### src/rtl/icache_dm_ctrl_pkg.sv
// Shared definitions for the direct-mapped instruction cache and its DRAM model:
// FSM state encoding and line geometry derivation.
package icache_dm_ctrl_pkg;

  localparam int unsigned ByteOffsetBits = 5;

  typedef enum logic [1:0] {
    StIdle,
    StRefill,
    StUpdate
  } state_e;

  function automatic int unsigned nb_words_line(input int unsigned byte_offset_bits);
    return (2 ** byte_offset_bits) / 4;
  endfunction

  function automatic int unsigned line_size(input int unsigned byte_offset_bits);
    return 32 * nb_words_line(byte_offset_bits);
  endfunction

  localparam int unsigned NbWordsLine = nb_words_line(ByteOffsetBits);
  localparam int unsigned LineSize    = line_size(ByteOffsetBits);

endpackage

### src/rtl/icache_dm_ctrl_line_store.sv
// Tag, valid and data storage for the direct-mapped cache: asynchronous read,
// synchronous write, bulk valid clear.
module icache_line_store #(
  parameter int unsigned NbLines   = 16,
  parameter int unsigned IndexBits = 4,
  parameter int unsigned TagBits   = 23,
  parameter int unsigned LineSize  = 256
) (
  input  logic                 clk_i,
  input  logic                 rst_i,
  input  logic                 clear_i,
  input  logic [IndexBits-1:0] rd_index_i,
  output logic [TagBits-1:0]   rd_tag_o,
  output logic                 rd_valid_o,
  output logic [LineSize-1:0]  rd_data_o,
  input  logic                 we_i,
  input  logic [IndexBits-1:0] wr_index_i,
  input  logic [TagBits-1:0]   wr_tag_i,
  input  logic [LineSize-1:0]  wr_data_i
);

  logic [TagBits-1:0]  tag_q  [NbLines];
  logic [LineSize-1:0] data_q [NbLines];
  logic [NbLines-1:0]  valid_q;

  always_ff @(posedge clk_i) begin
    if (we_i) begin
      tag_q[wr_index_i]  <= wr_tag_i;
      data_q[wr_index_i] <= wr_data_i;
    end
  end

  // Clear wins over a same-edge write so a flush also drops the line being filled.
  always_ff @(posedge clk_i) begin
    if (rst_i || clear_i) begin
      valid_q <= '0;
    end else if (we_i) begin
      valid_q[wr_index_i] <= 1'b1;
    end
  end

  assign rd_tag_o   = tag_q[rd_index_i];
  assign rd_valid_o = valid_q[rd_index_i];
  assign rd_data_o  = data_q[rd_index_i];

endmodule

### src/rtl/icache_dm_ctrl.sv
// Direct-mapped instruction cache controller: single-cycle hits, blocking line
// refill from DRAM, flush support and saturating hit/miss counters.
module icache_dm_ctrl #(
  parameter int unsigned ByteOffsetBits = icache_dm_ctrl_pkg::ByteOffsetBits,
  parameter int unsigned NB_LINES       = 16,
  localparam int unsigned NB_WORDS_LINE = icache_dm_ctrl_pkg::nb_words_line(ByteOffsetBits),
  localparam int unsigned LINE_SIZE     = icache_dm_ctrl_pkg::line_size(ByteOffsetBits)
) (
  input  logic                 clk_i,
  input  logic                 rst_i,
  input  logic                 cpu_req_i,
  input  logic [31:0]          cpu_addr_i,
  input  logic                 flush_i,
  output logic [31:0]          cpu_data_o,
  output logic                 cpu_valid_o,
  output logic                 cpu_stall_o,
  output logic [31:0]          mem_add_o,
  output logic                 mem_read_enable_o,
  input  logic                 mem_read_valid_i,
  input  logic [LINE_SIZE-1:0] mem_data_i,
  output logic [15:0]          hit_count_o,
  output logic [15:0]          miss_count_o
);

  import icache_dm_ctrl_pkg::*;

  localparam int unsigned INDEX_BITS = $clog2(NB_LINES);
  localparam int unsigned TAG_BITS   = 32 - INDEX_BITS - ByteOffsetBits;
  localparam int unsigned WORD_BITS  = ByteOffsetBits - 2;

  state_e               state_q, state_d;
  logic [31:0]          addr_q, addr_d;
  logic                 flush_pend_q, flush_pend_d;
  logic [15:0]          hit_cnt_q, miss_cnt_q;
  logic [LINE_SIZE-1:0] line_q;

  logic [INDEX_BITS-1:0] req_index, fill_index;
  logic [TAG_BITS-1:0]   req_tag, fill_tag, rd_tag;
  logic [WORD_BITS-1:0]  word_sel;
  logic [LINE_SIZE-1:0]  rd_line;
  logic                  rd_valid, hit, miss, store_we, store_clear;

  assign req_index  = cpu_addr_i[ByteOffsetBits +: INDEX_BITS];
  assign req_tag    = cpu_addr_i[31 -: TAG_BITS];
  assign word_sel   = cpu_addr_i[2 +: WORD_BITS];
  assign fill_index = addr_q[ByteOffsetBits +: INDEX_BITS];
  assign fill_tag   = addr_q[31 -: TAG_BITS];

  assign hit  = !rst_i && (state_q == StIdle) && cpu_req_i && rd_valid && (rd_tag == req_tag);
  assign miss = !rst_i && (state_q == StIdle) && cpu_req_i && !hit;

  icache_line_store #(
    .NbLines  (NB_LINES),
    .IndexBits(INDEX_BITS),
    .TagBits  (TAG_BITS),
    .LineSize (LINE_SIZE)
  ) u_line_store (
    .clk_i     (clk_i),
    .rst_i     (rst_i),
    .clear_i   (store_clear),
    .rd_index_i(req_index),
    .rd_tag_o  (rd_tag),
    .rd_valid_o(rd_valid),
    .rd_data_o (rd_line),
    .we_i      (store_we),
    .wr_index_i(fill_index),
    .wr_tag_i  (fill_tag),
    .wr_data_i (line_q)
  );

  always_comb begin
    state_d      = state_q;
    addr_d       = addr_q;
    flush_pend_d = flush_pend_q;
    store_we     = 1'b0;
    store_clear  = 1'b0;
    unique case (state_q)
      StIdle: begin
        store_clear = flush_i;
        if (miss) begin
          addr_d  = {cpu_addr_i[31:ByteOffsetBits], {ByteOffsetBits{1'b0}}};
          state_d = StRefill;
        end
      end
      StRefill: begin
        if (flush_i) flush_pend_d = 1'b1;
        if (mem_read_valid_i) state_d = StUpdate;
      end
      StUpdate: begin
        store_we     = 1'b1;
        store_clear  = flush_pend_q || flush_i;
        flush_pend_d = 1'b0;
        state_d      = StIdle;
      end
      default: state_d = StIdle;
    endcase
  end

  always_ff @(posedge clk_i) begin
    if (rst_i) begin
      state_q      <= StIdle;
      addr_q       <= '0;
      flush_pend_q <= 1'b0;
      hit_cnt_q    <= '0;
      miss_cnt_q   <= '0;
    end else begin
      state_q      <= state_d;
      addr_q       <= addr_d;
      flush_pend_q <= flush_pend_d;
      if (hit && hit_cnt_q != 16'hFFFF) hit_cnt_q <= hit_cnt_q + 16'd1;
      if (miss && miss_cnt_q != 16'hFFFF) miss_cnt_q <= miss_cnt_q + 16'd1;
    end
  end

  always_ff @(posedge clk_i) begin
    if (state_q == StRefill && mem_read_valid_i) line_q <= mem_data_i;
  end

  assign cpu_valid_o       = hit;
  assign cpu_data_o        = hit ? rd_line[32*word_sel +: 32] : 32'h0;
  assign cpu_stall_o       = !rst_i && (miss || state_q != StIdle);
  assign mem_read_enable_o = !rst_i && (state_q == StRefill);
  assign mem_add_o         = mem_read_enable_o ? addr_q : 32'h0;
  assign hit_count_o       = rst_i ? 16'h0 : hit_cnt_q;
  assign miss_count_o      = rst_i ? 16'h0 : miss_cnt_q;

endmodule

### config.mk
export PLATFORM = sky130hd
export DESIGN_NAME = icache_dm_ctrl
export DESIGN_NICKNAME = d
export VERILOG_FILES = /design/src/rtl/icache_dm_ctrl_pkg.sv /design/src/rtl/icache_dm_ctrl_line_store.sv /design/src/rtl/icache_dm_ctrl.sv
export SDC_FILE = /design/constraint.sdc
export NUM_CORES = 2
export LEC_CHECK = 0
export ABC_AREA = 1
export BUFFER_PORTS_ARGS = -buffer_cell sky130_fd_sc_hd__buf_2
export CAP_MARGIN = 20
export CORE_ASPECT_RATIO = 1.2
export CORE_MARGIN = 2
export CORE_UTILIZATION = 56
export DETAILED_ROUTE_END_ITERATION = 12
export PLACE_DENSITY = 0.72
export SETUP_SLACK_MARGIN = 0.3
export SKIP_LAST_GASP = 1
export SLEW_MARGIN = 20
export SYNTH_ARGS = -nofsm -noshare
export SYNTH_HDL_FRONTEND = slang
export SYNTH_MEMORY_MAX_BITS = 65536
export SYNTH_SLANG_ARGS = --single-unit
### constraint.sdc
create_clock -name clk_i -period 39.3 [get_ports clk_i]
set_input_delay 3.93 -clock clk_i [delete_from_list [all_inputs] [get_ports clk_i]]
set_output_delay 3.93 -clock clk_i [all_outputs]
set_load 0.03 [all_outputs]
==> flow_metrics.tcl <==
set metrics [dict create \
    status "finished, final reports clean" \
    cts_max_level 5 \
    dp_hpwl_um 273000 \
    fill_cells 24600 \
    multi_input_area_um2 39900 \
    clockBufferDepth 4 \
    grt_use_total 0.302 \
    area_growth_pct 10.4 \
    clock.fmax_ghz 0.0659 \
    cpLargestDelayFamily "buffers and inverters" \
    rsz0062_at_grt "no" \
    place_area_um2 194000 \
    first_pass_iters 9 \
    cts_resized 0 \
    wl_per_cell_um 27.9 \
    core_area_um2 335000 \
    antenna_found_initial 45 \
    worstPathArrival_ps 11240 \
    gp_congestion 0.861 \
    yosysWarningCount 0 \
    hold_violations 0 \
    critPathBufInv 8 \
    final_cell_mix "edfxtp_1, nand2_1, a21oi_1" \
    whs_ps 457 \
    syn_area_per_cell_um2 13.5 \
    min_period_over_period 0.386 \
    start_util 0.562 \
    dieArea_um2 341000 \
    synthCells 14000 \
    cts_setup_buffers 0 \
    cts_tree "yes" \
    drv_cap 0 \
    max-vdd-ir-drop_uv 43.2 \
    synth_edf_count 4720 \
    post-route-cell-area_um2 208000 \
    ys_seq_area_frac 0.761 \
    overflow 0 \
    criticalPathCategory "input pin to output port" \
    ys_types 38 \
    synth_area_um2 188000 \
    cp-start-kind "input pin" \
    regArea_um2 143000 \
    slew_headroom 0.166 \
    utilization 0.620 \
    synth_flop_cell "edfxtp_1" \
    ios 392 \
    crit_slowest_cell "buf_4" \
    clock_tree.root_cell "clkbuf_16" \
    clkSinkCount 4798 \
    grt_pass1_vias 113000 \
    period_needed_ps 15170 \
    setup_tns_ps 0 \
    synth_seq_cells 4798 \
    final_common_cell "edfxtp_1" \
    path_max_fanout 158 \
    p_per_area_nw_per_um2 50.2 \
    cts_hold_buf 0 \
    leakagePower_nw 69.4 \
    core.rowCount 233 \
    required_ps 35370 \
    min_path_type "register to register" \
    cp-end-kind "output port" \
    worstSkewPairLatency_ps 1020 \
    vias 121000 \
    timing.final.ws_setup_ps 24130 \
    dieWidth_um 533 \
    setup_viol 0 \
    fin_skew_ps 66.1 \
    slowest_delay_ps 840 \
    synthArstFlopShare 0 \
    numPortBuffers 384 \
    cts_made_buffers 450 \
    grt_pass1_wl_um 759000 \
    clk_pin_slew_ps 60 \
    routed_wirelength_um 528000 \
    worst_pin_slew_ps 1250 \
    grt_max_degree 271 \
    fin_nets 14300 \
    drc 0 \
    die_y_um 639 \
    place_ws_ps 24200 \
    ant_nets 0 \
    path_cells "buf_8 -> inv_8 -> buf_4 -> buf_12 -> buf_4 -> buf_12 -> buf_4 -> a21oi_1 -> a32o_1 -> o21ai_0 -> o21ai_0 -> nand2_1 -> nand3_1 -> nand2_1 -> o21ai_0 -> nor2_1 -> buf_2" \
    initialDrtViolationCount 16900 \
    vias_per_cell 6.42 \
    layout-drive-gt1-share 0.0869 \
    maxSlewViolCount 0 \
]
-- logic make-up (layout without fill, tap and decap cells) --
kind of cell    count (synthesis)  count (layout)  synth area share
fa+ha+maj                       2               2          0.000133
buf+inv                      1232            1648            0.0283
compound gates               3145            3145             0.109
other cells                     1              28         0.0000199
xor+xnor                       10              10          0.000465
flops                        4798            4798             0.761
simple gates                 4810            4810             0.102
-- path summary, 6_finish.rpt --
| check | from | end | slack, ps | cells after the start |
|---|---|---|---|---|
| max | cpu_addr_i[6] | cpu_data_o[31] | 24130 | 17 |
| min | u_line_store.valid_q[4] | u_line_store.valid_q[4] | 460 | 2 |
| max reg2reg | state_q[0] | u_line_store.data_q[14][22] | 34200 | 9 |
| min reg2reg | u_line_store.valid_q[4] | u_line_store.valid_q[4] | 460 | 2 |
-- per-layer routing --
layer,wire (um),global-route usage
met5,118,0
met4,27600,0.144
met3,55800,0.0492
met2,246000,0.473
met1,199000,0.415
-- tightest hold or removal path, cell delays in order (launching register included) --
cell     delay [ps]
dfxtp_1         300
inv_1            60
a21oi_1          60
-- area by class of cell --
cell class,instances,area share
Clock inverter,274,0.0118
Inverter,219,0.00420
Timing Repair Buffer,609,0.0195
Multi-Input combinational cell,7972,0.192
Clock buffer,546,0.0563
Tap cell,4465,0.0269
Sequential cell,4798,0.689
Antenna cell,23,0.000277
-- registers in the layout, summed over array words and instances, names as in the netlist --
| signal | cells |
|---|---|
| flush_pend_q | 1 |
| u_line_store.tag_q | 368 |
| hit_cnt_q | 16 |
| line_q | 256 |
| state_q | 2 |
| u_line_store.valid_q | 16 |
| addr_q | 27 |
| miss_cnt_q | 16 |
| u_line_store.data_q | 4096 |
-- stage by stage --
stage | cells | power, mW
after global routing | 18900 | 10.7
after floorplan | 14000 | 6.11
after global placement | 18100 | 6.30
final | 18900 | 10.4
after detailed placement | 18100 | 6.31
after CTS | 18900 | 10.5
-- Yosys cell counts, types with 5 or more instances --
library cell | count | area, um^2
o22ai_1 | 145 | 907
buf_4 | 34 | 255
nand2_1 | 3773 | 14200
nor2_1 | 227 | 852
nor4_1 | 6 | 37.5
clkbuf_1 | 423 | 1590
o211ai_1 | 137 | 1030
a221o_1 | 67 | 671
nor2_2 | 6 | 37.5
buf_1 | 122 | 458
a21oi_1 | 1382 | 6920
buf_6 | 5 | 56.3
o21ai_0 | 522 | 2610
a221oi_1 | 351 | 3070
nor3_1 | 17 | 85.1
xor2_1 | 10 | 87.6
inv_1 | 214 | 803
edfxtp_1 | 4720 | 142000
nand4_1 | 17 | 106
dfxtp_1 | 78 | 1560
a32o_1 | 512 | 5120
buf_2 | 429 | 2150
o21ai_1 | 25 | 125
nand3_1 | 754 | 3770
-- where the power goes --
| group | switching [mW] | internal [mW] | leakage [nW] | total (mW) |
|---|---|---|---|---|
| clock network | 1.86 | 2.36 | 6.90 | 4.22 |
| logic | 0.395 | 0.149 | 19.5 | 0.545 |
| registers | 0.0485 | 5.62 | 43.0 | 5.67 |
Power figures use the tool's default switching activity.
